File: config.mk
export PLATFORM = sky130hd
export DESIGN_NAME = mygo_fifo_ex
export DESIGN_NICKNAME = d
export VERILOG_FILES = /design/src/rtl/mygo_fifo_ex.sv
export SDC_FILE = /design/constraint.sdc
export NUM_CORES = 1
export LEC_CHECK = 0
export ABC_AREA = 1
export CAP_MARGIN = 20
export CORE_ASPECT_RATIO = 1.1
export CORE_UTILIZATION = 54
export DETAILED_ROUTE_END_ITERATION = 10
export PLACE_DENSITY_LB_ADDON = 0.15
export SLEW_MARGIN = 5
export SYNTH_ARGS = -nofsm -noshare
export SYNTH_HDL_FRONTEND = slang
export SYNTH_SLANG_ARGS = --single-unit
File: constraint.sdc
create_clock -name clk -period 3.3 [get_ports clk]
set_clock_uncertainty 0.2 [all_clocks]
set_input_delay 0.33 -clock clk [delete_from_list [all_inputs] [get_ports clk]]
set_output_delay 0.33 -clock clk [all_outputs]
set_load 0.02 [all_outputs]
File: src/rtl/mygo_fifo_ex.sv
// Parametrised channel FIFO with flush, occupancy/threshold flags and a high-water monitor.
// Define MYGO_FIFO_BYPASS_EN to let a word pass straight through an empty FIFO in one cycle.
module mygo_fifo_ex #(
  parameter int unsigned WIDTH        = 32,
  parameter int unsigned DEPTH        = 4,
  parameter int unsigned AFULL_LEVEL  = DEPTH - 1,
  parameter int unsigned AEMPTY_LEVEL = 1,
  parameter int unsigned ADDR_BITS    = (DEPTH > 1) ? $clog2(DEPTH) : 1,
  parameter int unsigned COUNT_BITS   = ($clog2(DEPTH + 1) > 1) ? $clog2(DEPTH + 1) : 1
) (
  input  logic                  clk,
  input  logic                  rst_n,
  input  logic                  flush,
  input  logic [WIDTH-1:0]      in_data,
  input  logic                  in_valid,
  output logic                  in_ready,
  output logic [WIDTH-1:0]      out_data,
  output logic                  out_valid,
  input  logic                  out_ready,
  output logic [COUNT_BITS-1:0] level,
  output logic                  almost_full,
  output logic                  almost_empty,
  output logic [COUNT_BITS-1:0] high_water
);

  localparam logic [ADDR_BITS-1:0]  LastPtr   = ADDR_BITS'(DEPTH - 1);
  localparam logic [COUNT_BITS-1:0] FullLevel = COUNT_BITS'(DEPTH);

  logic [WIDTH-1:0]      r_mem [DEPTH];
  logic [ADDR_BITS-1:0]  r_wptr;
  logic [ADDR_BITS-1:0]  r_rptr;
  logic [COUNT_BITS-1:0] r_level;
  logic [COUNT_BITS-1:0] r_high_water;

  logic [ADDR_BITS-1:0]  w_wptr_nxt;
  logic [ADDR_BITS-1:0]  w_rptr_nxt;
  logic [COUNT_BITS-1:0] w_level_nxt;
  logic [COUNT_BITS-1:0] w_high_water_nxt;
  logic                  w_nonempty;
  logic                  w_full;
  logic                  w_bypass;
  logic                  w_push_st;
  logic                  w_pop_st;
  logic [WIDTH-1:0]      w_head;

  // Wrap explicitly so non-power-of-two depths stay inside the array.
  function automatic logic [ADDR_BITS-1:0] ptr_inc(input logic [ADDR_BITS-1:0] p);
    return (p == LastPtr) ? '0 : p + 1'b1;
  endfunction

  assign w_nonempty = (r_level != '0);
  assign w_full     = (r_level == FullLevel);
  assign w_head     = r_mem[r_rptr];
  assign in_ready   = ~w_full;

`ifdef MYGO_FIFO_BYPASS_EN
  assign w_bypass  = ~w_nonempty & in_valid & out_ready & ~flush;
  assign out_valid = w_nonempty | w_bypass;
  assign out_data  = w_nonempty ? w_head : (w_bypass ? in_data : '0);
`else
  assign w_bypass  = 1'b0;
  assign out_valid = w_nonempty;
  assign out_data  = w_nonempty ? w_head : '0;
`endif

  // A bypassed word is consumed in flight and never touches storage.
  assign w_push_st = in_valid & in_ready & ~flush & ~w_bypass;
  assign w_pop_st  = w_nonempty & out_ready & ~flush;

  always_comb begin
    w_wptr_nxt  = r_wptr;
    w_rptr_nxt  = r_rptr;
    w_level_nxt = r_level;
    if (flush) begin
      w_wptr_nxt  = '0;
      w_rptr_nxt  = '0;
      w_level_nxt = '0;
    end else begin
      if (w_push_st) w_wptr_nxt = ptr_inc(r_wptr);
      if (w_pop_st)  w_rptr_nxt = ptr_inc(r_rptr);
      case ({w_push_st, w_pop_st})
        2'b10:   w_level_nxt = r_level + 1'b1;
        2'b01:   w_level_nxt = r_level - 1'b1;
        default: w_level_nxt = r_level;
      endcase
    end
  end

  always_comb begin
    w_high_water_nxt = r_high_water;
    if (w_level_nxt > r_high_water) w_high_water_nxt = w_level_nxt;
  end

  always_ff @(posedge clk or negedge rst_n) begin
    if (!rst_n) begin
      r_wptr       <= '0;
      r_rptr       <= '0;
      r_level      <= '0;
      r_high_water <= '0;
    end else begin
      r_wptr       <= w_wptr_nxt;
      r_rptr       <= w_rptr_nxt;
      r_level      <= w_level_nxt;
      r_high_water <= w_high_water_nxt;
    end
  end

  // Storage is deliberately left unreset; occupancy alone defines validity.
  always_ff @(posedge clk) begin
    if (w_push_st) r_mem[r_wptr] <= in_data;
  end

  assign level        = r_level;
  assign high_water   = r_high_water;
  assign almost_full  = (32'(r_level) >= AFULL_LEVEL);
  assign almost_empty = (32'(r_level) <= AEMPTY_LEVEL);

endmodule
; After elaboration in Yosys (flattened, before gate mapping)
; Memories as Yosys holds them, arrays and structs flattened.
; Index checks and enable logic that the tools add are counted.
[word_totals]
register_bits = 10
ram_bits = 128
out_inout_bits = 42
mem_count = 1
[memory_table]
columns = name, depth, width, read_ports, rd_ports_with_merged_regs, write_ports, line_no
row1 = r_mem, 4, 32, 1, 0, 1, 29  ; logic [WIDTH-1:0] r_mem [DEPTH];
[classes]
add_sub_neg = 4
n_lt_le_gt_ge = 3
eq_ne = 5
n_mux = 11
bitwise_logic = 6
n_reduce_logical = 3
[op_table]
columns = op, count
row1 = $mux W32, 1
row2 = $mux W2, 6
row3 = $eq A2 B2 Y1 const B, 3
row4 = $pmux W3 S2, 1
row5 = $add A2 B1 Y2 const B, 2
row6 = $and A1 B1 Y1, 4
row7 = $reduce_bool A2 Y1, 2
row8 = $add A3 B1 Y3 const B, 1
row9 = $eq A3 B3 Y1 const B, 1
row10 = $ge A3 B2 Y1 const B, 1
row11 = $gt A3 B3 Y1, 1
row12 = $le A3 B1 Y1 const B, 1
row13 = $mux W3, 1
row14 = $reduce_bool A3 Y1, 1
row15 = $sub A3 B1 Y3 const B, 1
row16 = $eq A2 B1 Y1 const B, 1
row17 = $mux W1, 2
row18 = $not A1 Y1, 2

; Logic depth before layout (Yosys ltp)
; Gate-level depths: netlist of the first run.
[depth]
depth_word = 8
ltp_mapped = 20
depth_no_buf = 20

; Worst setup path before layout of the first run
; OpenSTA, ideal clock, no wires.
[synth_path]
path_type = reg2reg
startpoint = register r_level[0] (netlist: level[0])
endpoint = memory r_mem[0][0], enable pin
setup_time_ps = 421
arrival_ps = 2613
t_required_ps = 2679
slack_ps = 65
path_stages_with_launch = 6
path_buffers = 0
period_less_slack_ps = 3235
path_cell_list = dfrtp_1 -> inv_1 -> ha_1 -> nand2_1 -> nand3_2 -> nor2_1
[synth_between]
elab_chain_len = 6
[synth_rtl]
columns = element, line_no
row1 = start: declaration, 32  ; logic [COUNT_BITS-1:0] r_level;
row2 = start signal: assignment, 103  ; r_level <= w_level_nxt;
row3 = $eq A3 B3 Y1, 52  ; assign w_full = (r_level == FullLevel);
row4 = $not A1 Y1, 54  ; assign in_ready = ~w_full;
row5 = via in_ready, 16  ; output logic in_ready,
row6 = $and A1 B1 Y1 (2 in a row), 67  ; assign w_push_st = in_valid & in_ready & ~flush & ~w_bypass;
row7 = $mux W1, 110  ; if (w_push_st) r_mem[r_wptr] <= in_data;
row8 = $mux W1 (not written as such), 110
row9 = end: declaration, 29
; The timed path passes the listed nets, and every way through them passes these cells.

; Worst setup path after layout of the first run
[layout_path]
startpoint = register r_rptr[0]
endpoint = output out_data[9]
[layout_between]
elab_chain_len = 2
[layout_rtl]
columns = element, line_no
row1 = start: declaration, 31  ; logic [ADDR_BITS-1:0] r_rptr;
row2 = start signal: assignment, 102  ; r_rptr <= w_rptr_nxt;
row3 = $mem_v2 Z4 W32, -
row4 = $mux W32, 63  ; assign out_data = w_nonempty ? w_head : '0;
row5 = end: declaration, 17  ; output logic [WIDTH-1:0] out_data,
; No other way between the ends.

==> results, run 1 <==
- The flow ran to the end, and the final reports show no timing, DRC or antenna violations.
- The share of synthesized area in the top cell type comes to 66.9%.
- The post-route netlist has 9.23% of its cells at a drive strength greater than 1.
- VDD sags by at most 362 uV.
- The via count of the first global-routing pass is 3748.
- The cell accounting for the most synthesized area is edfxtp_1.
- At the worst endpoint, the arrival time is 2580 ps.
- met2 is the most crowded layer.
- TritonCTS built the clock tree.
- The area growth from synthesis to layout is 27.7%.
- Summed over all layers, the routed wires come to 11700 um.
- The most used flip-flop cell after synthesis is edfxtp_1.
- The count of port buffers added during placement is 78.
- Ranked by total cell area, the synthesized netlist is headed by edfxtp_1, nor2_1, dfrtp_1.
- In this run, synthesis inferred 128 flip-flops with an integrated enable.
- In this run the clock root is driven by a clkbuf_16.
- The met1 layer usage reported by global route is 28.3%.
- The delay contributed by the slowest stage of the critical path is 640 ps.
- In this run the horizontal extent of the chip is 100 um.
- The final-report hold violation count came to 0.
- Along the worst path, the maximum fanout reaches 65.
- The master of the slowest instance on the critical path is clkdlybuf4s50_1.
- The number of storage elements in the synthesis netlist is 138.
- The most common cell after layout, fill and taps aside is nor2_1.
- The overall power after layout is 4.87 mW.
- Using the TritonRoute via totals, the vias-per-cell ratio works out to 5.21.
- STA classifies the critical path endpoint as a primary output.
- The number of nets in the synthesized netlist is 537.
- The first TritonRoute pass finished after 5 iterations.
- The TritonCTS buffer count is 17.
- The data required time at the worst endpoint is 2770 ps.
- The placeable core area is 10300 sq um.
- The overall global routing resource usage is 22.7%.
- Summed over all nets, the half-perimeter wirelength after detailed placement is 6810 um.
- The number of cell rows is 39.
- The utilization of the core after routing is 70.9%.
- The gate count after technology mapping is 486.
- The sequential area share after synthesis is 71.3%.
- The initial antenna violation count is 0.
- The capture instance of the worst register-to-register path is high_water[1]$_DFFE_PN0N_.
- The final number of max-transition violations is 0.
- Clock-pin slew was measured on the worst setup and hold paths at 60 ps.
- The pin count of the biggest net entering global routing is 66.
- After global routing the overflow that remains totals 0.
- The slack of the worst reg-to-reg path is 300 ps.
- Of all flip-flops after synthesis, the portion carrying an async set or reset was 7.25%.
- Counting cells, the worst reg-to-reg path comes to 18.
- The combined buffer and inverter count along the critical path is 2.
- The number of placed I/O pins is 79.
- By startpoint and endpoint, the worst setup path is classified as reg -> out.
- In this run the cell area of the synthesized design comes to 5740 sq um.
- For the pin with the worst max-slew slack, the measured transition is 736 ps.
- The number of warnings printed during yosys synthesis is 0.
- The library cells used most frequently in the layout, excluding fill and tap cells, are nor2_1, edfxtp_1, clkdlybuf4s50_1, o21ai_1, a21oi_1.
- The area of the die is 11100 sq um.
- The kind of start point of the critical path is a register.
- For this configuration, the core starts out at a cell density of 55.5%.
- The post-route clock period utilization is 94.2%.
- The residual DRC count is 0.
- In this run the deepest clock path goes through 2 buffers.
- Counting every sink on the clock net gives 138.
- After synthesis, the mean cell area works out to 11.8 sq um.
- The congestion estimate from routability-driven global placement came to 0.843.
- Summing over every cut layer, the via total after detailed routing is 3796.
- In this run the static leakage power is 2.65 nW.
- The repair_antennas step left the layout with diodes totalling 0.
- The total number of H-tree levels is 4.
- The layout has 762 filler cells.
- The tool flagged a number of max-cap violations equal to 0.
- The startpoint of the worst register-to-register path is level[0]$_DFF_PN0_.
- In this run, the number of DRC markers left after iteration 0 of detailed routing was 210.
- The routing usage on met2 is 37.6%.
- The number of hold-repair buffers added at the cts stage is 0.
- The height of the chip is 110 um.
- The cell family contributing the most delay on the critical path is buffers and inverters.
- The worst min-delay path category is in -> async.
- The count of nets left with antenna violations once routing finished came out at 0.
- Measured against its own limit, the worst slew margin works out to 50.9%.
- After detailed routing, the average wire length per cell comes to 16.1 um.
- The count of distinct cell types in the synthesized netlist is 20.
- The final layout contains 623 nets.
- Power spread over the standard cell area amounts to 664 nW/um^2.
- The first global-routing pass estimated 18300 um of wire.
- The clock period minus worst slack is 3110 ps.
- The dominant cell type by count on the critical path is nor2_1.
- Adding up every negative setup slack in the final design gives 0 ps.
- Traced cell by cell, the critical path runs through buf_4, nor2_1, nor2_1, o21ai_0, a21oi_1, clkdlybuf4s50_1.
- Clock latency on the worst-skew pair, taken at its later pin, is 410 ps.
- The total setup violations reported at the end of the flow is 0.
- Based on the critical path, the design can be clocked at up to 322 MHz.
- The global-route met3 utilization is 5.80%.
## worst register-to-register path, stage by stage (launching register included)
cell     delay [ps]
dfrtp_2         410
inv_1           100
ha_1            210
inv_1            90
nor2_4           40
nor2_1          120
inv_1            80
nor2_2          110
ha_1            290
a21oi_1         130
o21ai_0         110
and2_1          170
ha_1            290
nand2_1          90
nor2_2          110
nor2_1           50
nor2_2          160
nand2_1          60
o21ai_0          80
## report_power, final
part	leakage, nW	internal (mW)	switching [mW]
sequential	1.29	1.99	0.0317
clock	0.288	1.25	0.684
combinational	1.07	0.367	0.549
## through the flow
| stage | hold WS, ps | std cells | instance area (sq um) | setup slack [ps] |
|---|---|---|---|---|
| after floorplan | -166 | 486 | 5740 | 65.5 |
| after global placement | 315 | 695 | 6710 | 259 |
| after detailed placement | 315 | 695 | 6710 | 186 |
| after CTS | 48.1 | 727 | 7320 | 134 |
| after global routing | 88.2 | 728 | 7330 | -7.71 |
| final | 39.4 | 728 | 7330 | 191 |
## registers in the layout, indices dropped and copies added (netlist names)
signal / flops
r_rptr: 2
high_water: 3
r_mem: 128
level: 3
r_wptr: 2
## what timing repair did
action                                  CTS  global route
gates resized for setup                   0             4
endpoints found under the setup margin    0             3
endpoints found under the hold margin     0             0
setup buffers                             0             1
## routing by layer
metal	wire length, um	up-vias
li1	-	1852
met1	4860	1799
met2	6040	130
met3	650	15
met4	161	0
met5	0	-
## synth_stat cells, types with 6 or more instances
library cell  number
a21oi_1           38
buf_2             12
buf_6              6
dfrtp_1           10
edfxtp_1         128
ha_1              14
inv_1             24
nand2_1           23
nor2_1           144
o21ai_0           20
o21ai_1           50
## final cells by class
type	instances	area, sq um	area share, %
clock buffer	17	425	5.80
multi-input combinational	296	1430	19.5
tap	143	179	2.44
sequential	138	4100	55.9
clock inverter	15	180	2.46
inverter	27	101	1.38
timing repair buffer	92	923	12.6
## worst max path at each step
| stage | from | endpoint | depth (start not counted) |
|---|---|---|---|
| finish | r_rptr[0]$_DFFE_PN0P_ | out_data[9] | 6 |
| global route | level[0]$_DFF_PN0_ | high_water[1]$_DFFE_PN0N_ | 18 |
| CTS | r_rptr[0]$_DFFE_PN0P_ | out_data[1] | 6 |
| detailed placement | level[0]$_DFF_PN0_ | high_water[1]$_DFFE_PN0N_ | 17 |
| global placement | level[0]$_DFF_PN0_ | high_water[1]$_DFFE_PN0N_ | 17 |
| floorplan | level[0]$_DFF_PN0_ | r_mem[0][0]$_DFFE_PP_ | 5 |
## logic make-up (layout without fill, tap and decap cells)
logic type / Yosys count / count (layout) / synth area share, %
AND/OR/NAND/NOR: 173 / 173 / 11.7
buffers and inverters: 52 / 151 / 4.51
flip-flops: 138 / 138 / 71.3
adder cells (fa/ha/maj): 14 / 14 / 3.05
AO/OA/AOI/OAI: 109 / 109 / 9.52
Note: power is estimated with default switching activity, not from simulation.
==> run 2, diff against run 1 <==
CORE_UTILIZATION = 55   (was 54)
DONT_BUFFER_PORTS = 1   (was unset)
==> run 2 against run 1 <==
Cell count shrank 1.9%. Highest routed layer unchanged. Final area fell by 3.8%. Largest power group unchanged. Utilization is 0.53 points lower. Worst setup slack improved by 110 ps. Power is 6.3% lower. Routed wire length up 1.6%. Critical endpoint is now high_water[1]$_DFFE_PN0N_. Critical path depth grew 8. Critical path type is now reg -> reg.
==> results, run 2 (synthesis gave the netlist of run 1 again) <==
- The run finished with clean final reports.
- Counting instances, the worst hold path has a depth of 4.
- The total number of H-tree levels came to 4 (unchanged).
- The power density over cell area is 647 nW/um^2 (-2.6%).
- From synthesis to final layout, the design area changed by 22.9%.
- The overall via count from detail_route was 3731 (-1.7%).
- The insertion delay to the later sink of the worst-skew pair is 520 ps (+110 ps).
- The count of port buffers added during placement was 0 (-100%).
- The count of nets left with antenna violations after detail routing is 0 (unchanged).
- The sequential share of power was 44.6% (+3.0 points).
- The clock period minus worst slack is 3000 ps (-110 ps).
- The worst hold path begins at in_valid.
- The type of element capturing the critical path is a register.
- The cell-internal power is 3.34 mW (-7.5%).
- The area of the die was 10900 sq um (-1.8%).
- The net switching power of the design is 1.23 mW (-2.6%).
- The estimated wirelength of the detail-placed design was 6540 um (-4.0%).
- The starting density of the core came to 57.3% (+1.7 points).
- The slowest stage of the critical path is the ha_1 cell.
- The routed wire length was 11900 um (+1.6%).
- The height of the chip was 109 um (-0.89%).
- The sink of the worst hold path is r_wptr[1]$_DFFE_PN0P_.
- The first-pass detailed-route iteration total is 5 (unchanged).
- The number of clock sinks came to 138 (unchanged).
- The combined buffer and inverter count along the critical path is 1 (-1).
- The total of max-cap violations came to 0 (unchanged).
- The dominant cell type by count on the critical path is ha_1.
- The overall global routing resource usage is 23.8% (+1.1 points).
- The CTS tree is built.
- The horizontal extent of the die came to 99.4 um (-0.90%).
- The wire length of the first global-routing pass is 18900 um (+3.5%).
- The arrival time of data at the critical path endpoint is 3200 ps (+620 ps).
- The data required time at the worst endpoint is 3500 ps (+730 ps).
- Setup repair after global routing left no endpoint under its margin.
- The final net count is 612 (-1.8%).
- The pin count of the biggest net entering global routing is 66 (unchanged).
- The placeable core area is 10000 sq um (-3.0%).
- The endpoint identified for the worst register-to-register timing path is high_water[1]$_DFFE_PN0N_.
- The maximum buffer depth of the clock tree is 2 (unchanged).
- The startpoint of the worst register-to-register path is level[1]$_DFF_PN0_.
- The part of the total power dissipated in the clock network is 37.6% (-2.1 points).
- The setup TNS is 0 ps (unchanged).
- STA classifies the critical path startpoint as a register.
- The minimum hold slack is 68.1 ps (+28.7 ps).
- The TritonCTS buffer count came to 17 (unchanged).
- The final-layout fill cell count is 715 (-6.2%).
- The largest fanout of any net on the critical path came to 6 (-91%).
- The final number of max-transition violations is 0 (unchanged).
- The leakage component of the power came to 2.64 nW (-0.44%).
- The signal on the critical path passes through inv_1, ha_1, nand2_1, nand3_2, ha_1, a21oi_1, o21ai_0, and2_1, ha_1, nand2_1, nor2_1, nor2_1, nor2_2, o21ai_0.
- The number of cell rows is 38 (-2.6%).
- The final weighted congestion in routability-driven placement came to 0.771 (-8.6%).
- The count of routing violations after the opening detailed-route iteration is 214 (+1.9%).
- The post-detailed-route wirelength per cell is 16.7 um (+3.6%).
- The total congestion overflow is 0 (unchanged).
- The root buffer cell is clkbuf_8.
- The number of placed I/O pins came to 79 (unchanged).
- The residual DRC count is 0 (unchanged).
- The library cell used most frequently in the layout, excluding fill and tap cells, is nor2_1.
- The worst min-delay path category is in -> reg.
- The total instance count after detailed placement is 645 (-7.2%).
- Leaving out fill and tap cells, the most frequent cells in the layout are nor2_1, edfxtp_1, o21ai_1, buf_4.
- The classification of the worst setup path is reg -> reg.
- The maximum clock rate was 333 MHz (+3.7%).
- The part of the power in combinational logic was 17.8% (-1.0 points).
- The length in cells of the worst reg-to-reg path is 14 (-4).
- The switching share of power was 27.0% (+1.0 points).
- The cell family contributing the most delay on the critical path is adder cells.
- The non-filler instance count after layout was 714 (-1.9%).
- The worst voltage drop across the vdd grid is 401 uV (+11%).
- The top register by number of flip-flops is r_mem.
- The number of antenna cells inserted is 0 (unchanged).
- The transition time of the tightest slew-check pin is 724 ps (-11.6 ps).
- The number of setup buffers added after CTS is 0 (unchanged).
- The fraction of layout instances using a drive strength above 1 is 13.9% (+4.7 points).
- The post-route clock period utilization is 90.9% (-3.3 points).
- The final-report hold violation count was 0 (unchanged).
- The slack of the worst reg-to-reg path is 300 ps (about the same).
- The initial antenna violation count is 0 (unchanged).
- The clock transition time at the flip-flop clock pins of the worst setup and hold paths is 60 ps (about the same).
- The delay contributed by the slowest stage of the critical path is 440 ps (-200 ps).
- The total setup violations reported at the end of the flow is 0 (unchanged).
- The headroom to the max-slew limit is 51.7% (+0.77 points).
- The via count of the first global-routing pass is 3791 (+1.1%).
- The flip-flop count of the largest register, all copies and words added is 128 (unchanged).
- The number of vias per cell after detailed routing came to 5.23 (+0.21%).
## run 2: power by group through the flow
stage	logic [mW]	registers (mW)	clock network, mW
finish	0.811	2.04	1.72
global route	0.901	2.04	1.82
CTS	0.811	2.04	1.75
detailed placement	0.752	2.07	0
global placement	0.738	2.07	0
floorplan	0.515	2.07	0
## run 2: layout make-up
| type | count | area, sq um | area share [%] |
|---|---|---|---|
| flip-flops and latches | 138 | 4100 | 58.0 |
| multi-input cells | 296 | 1430 | 20.2 |
| repair buffers | 81 | 726 | 10.3 |
| clock buffers | 22 | 433 | 6.13 |
| well taps | 140 | 175 | 2.48 |
| clock inverters | 10 | 101 | 1.44 |
| inverters | 27 | 101 | 1.44 |
## run 2: worst max path at each step
stage	from	endpoint	slack (ps)	depth (start not counted)
finish	level[1]$_DFF_PN0_	high_water[1]$_DFFE_PN0N_	300	14
global route	level[1]$_DFF_PN0_	high_water[1]$_DFFE_PN0N_	3	18
CTS	level[1]$_DFF_PN0_	high_water[2]$_DFFE_PN0N_	240	15
detailed placement	level[1]$_DFF_PN0_	high_water[1]$_DFFE_PN0N_	270	14
global placement	level[1]$_DFF_PN0_	high_water[1]$_DFFE_PN0N_	360	14
floorplan	level[0]$_DFF_PN0_	r_mem[0][0]$_DFFE_PP_	70	5
## run 2: per-stage QoR
step | area, sq um | utilization (%) | total power [mW] | worst slack (ps)
2_1_floorplan | 5740 | - | 2.59 | 65.5
3_3_place_gp | 6150 | 61.3 | 2.81 | 359
3_5_place_dp | 6150 | 61.3 | 2.83 | 271
4_1_cts | 7050 | 70.3 | 4.60 | 242
5_1_grt | 7060 | 70.4 | 4.76 | 3.34
6_report | 7060 | 70.4 | 4.57 | 301
## run 2: tightest hold or removal path: stages
cell,delay [ps]
nand3_2,190
inv_2,80
nand2_1,60
o21ai_0,70
## run 2: timing repair
action | CTS | global route
hold buffers | 37 | 0
endpoints found under the hold margin | 148 | 0
gates resized for setup | 0 | 2
setup endpoints to repair | 0 | 3
## run 2: metal layers
metal / vias up / share of wire (%) / GRT usage (%) / wire length (um)
li1: 1826 / - / - / -
met2: 88 / 51 / 41.5 / 6090
met3: 8 / 4.5 / 5.00 / 539
met4: 0 / 0.96 / 9.66 / 114
met5: - / 0 / 0 / 0
met1: 1809 / 43 / 29.3 / 5150
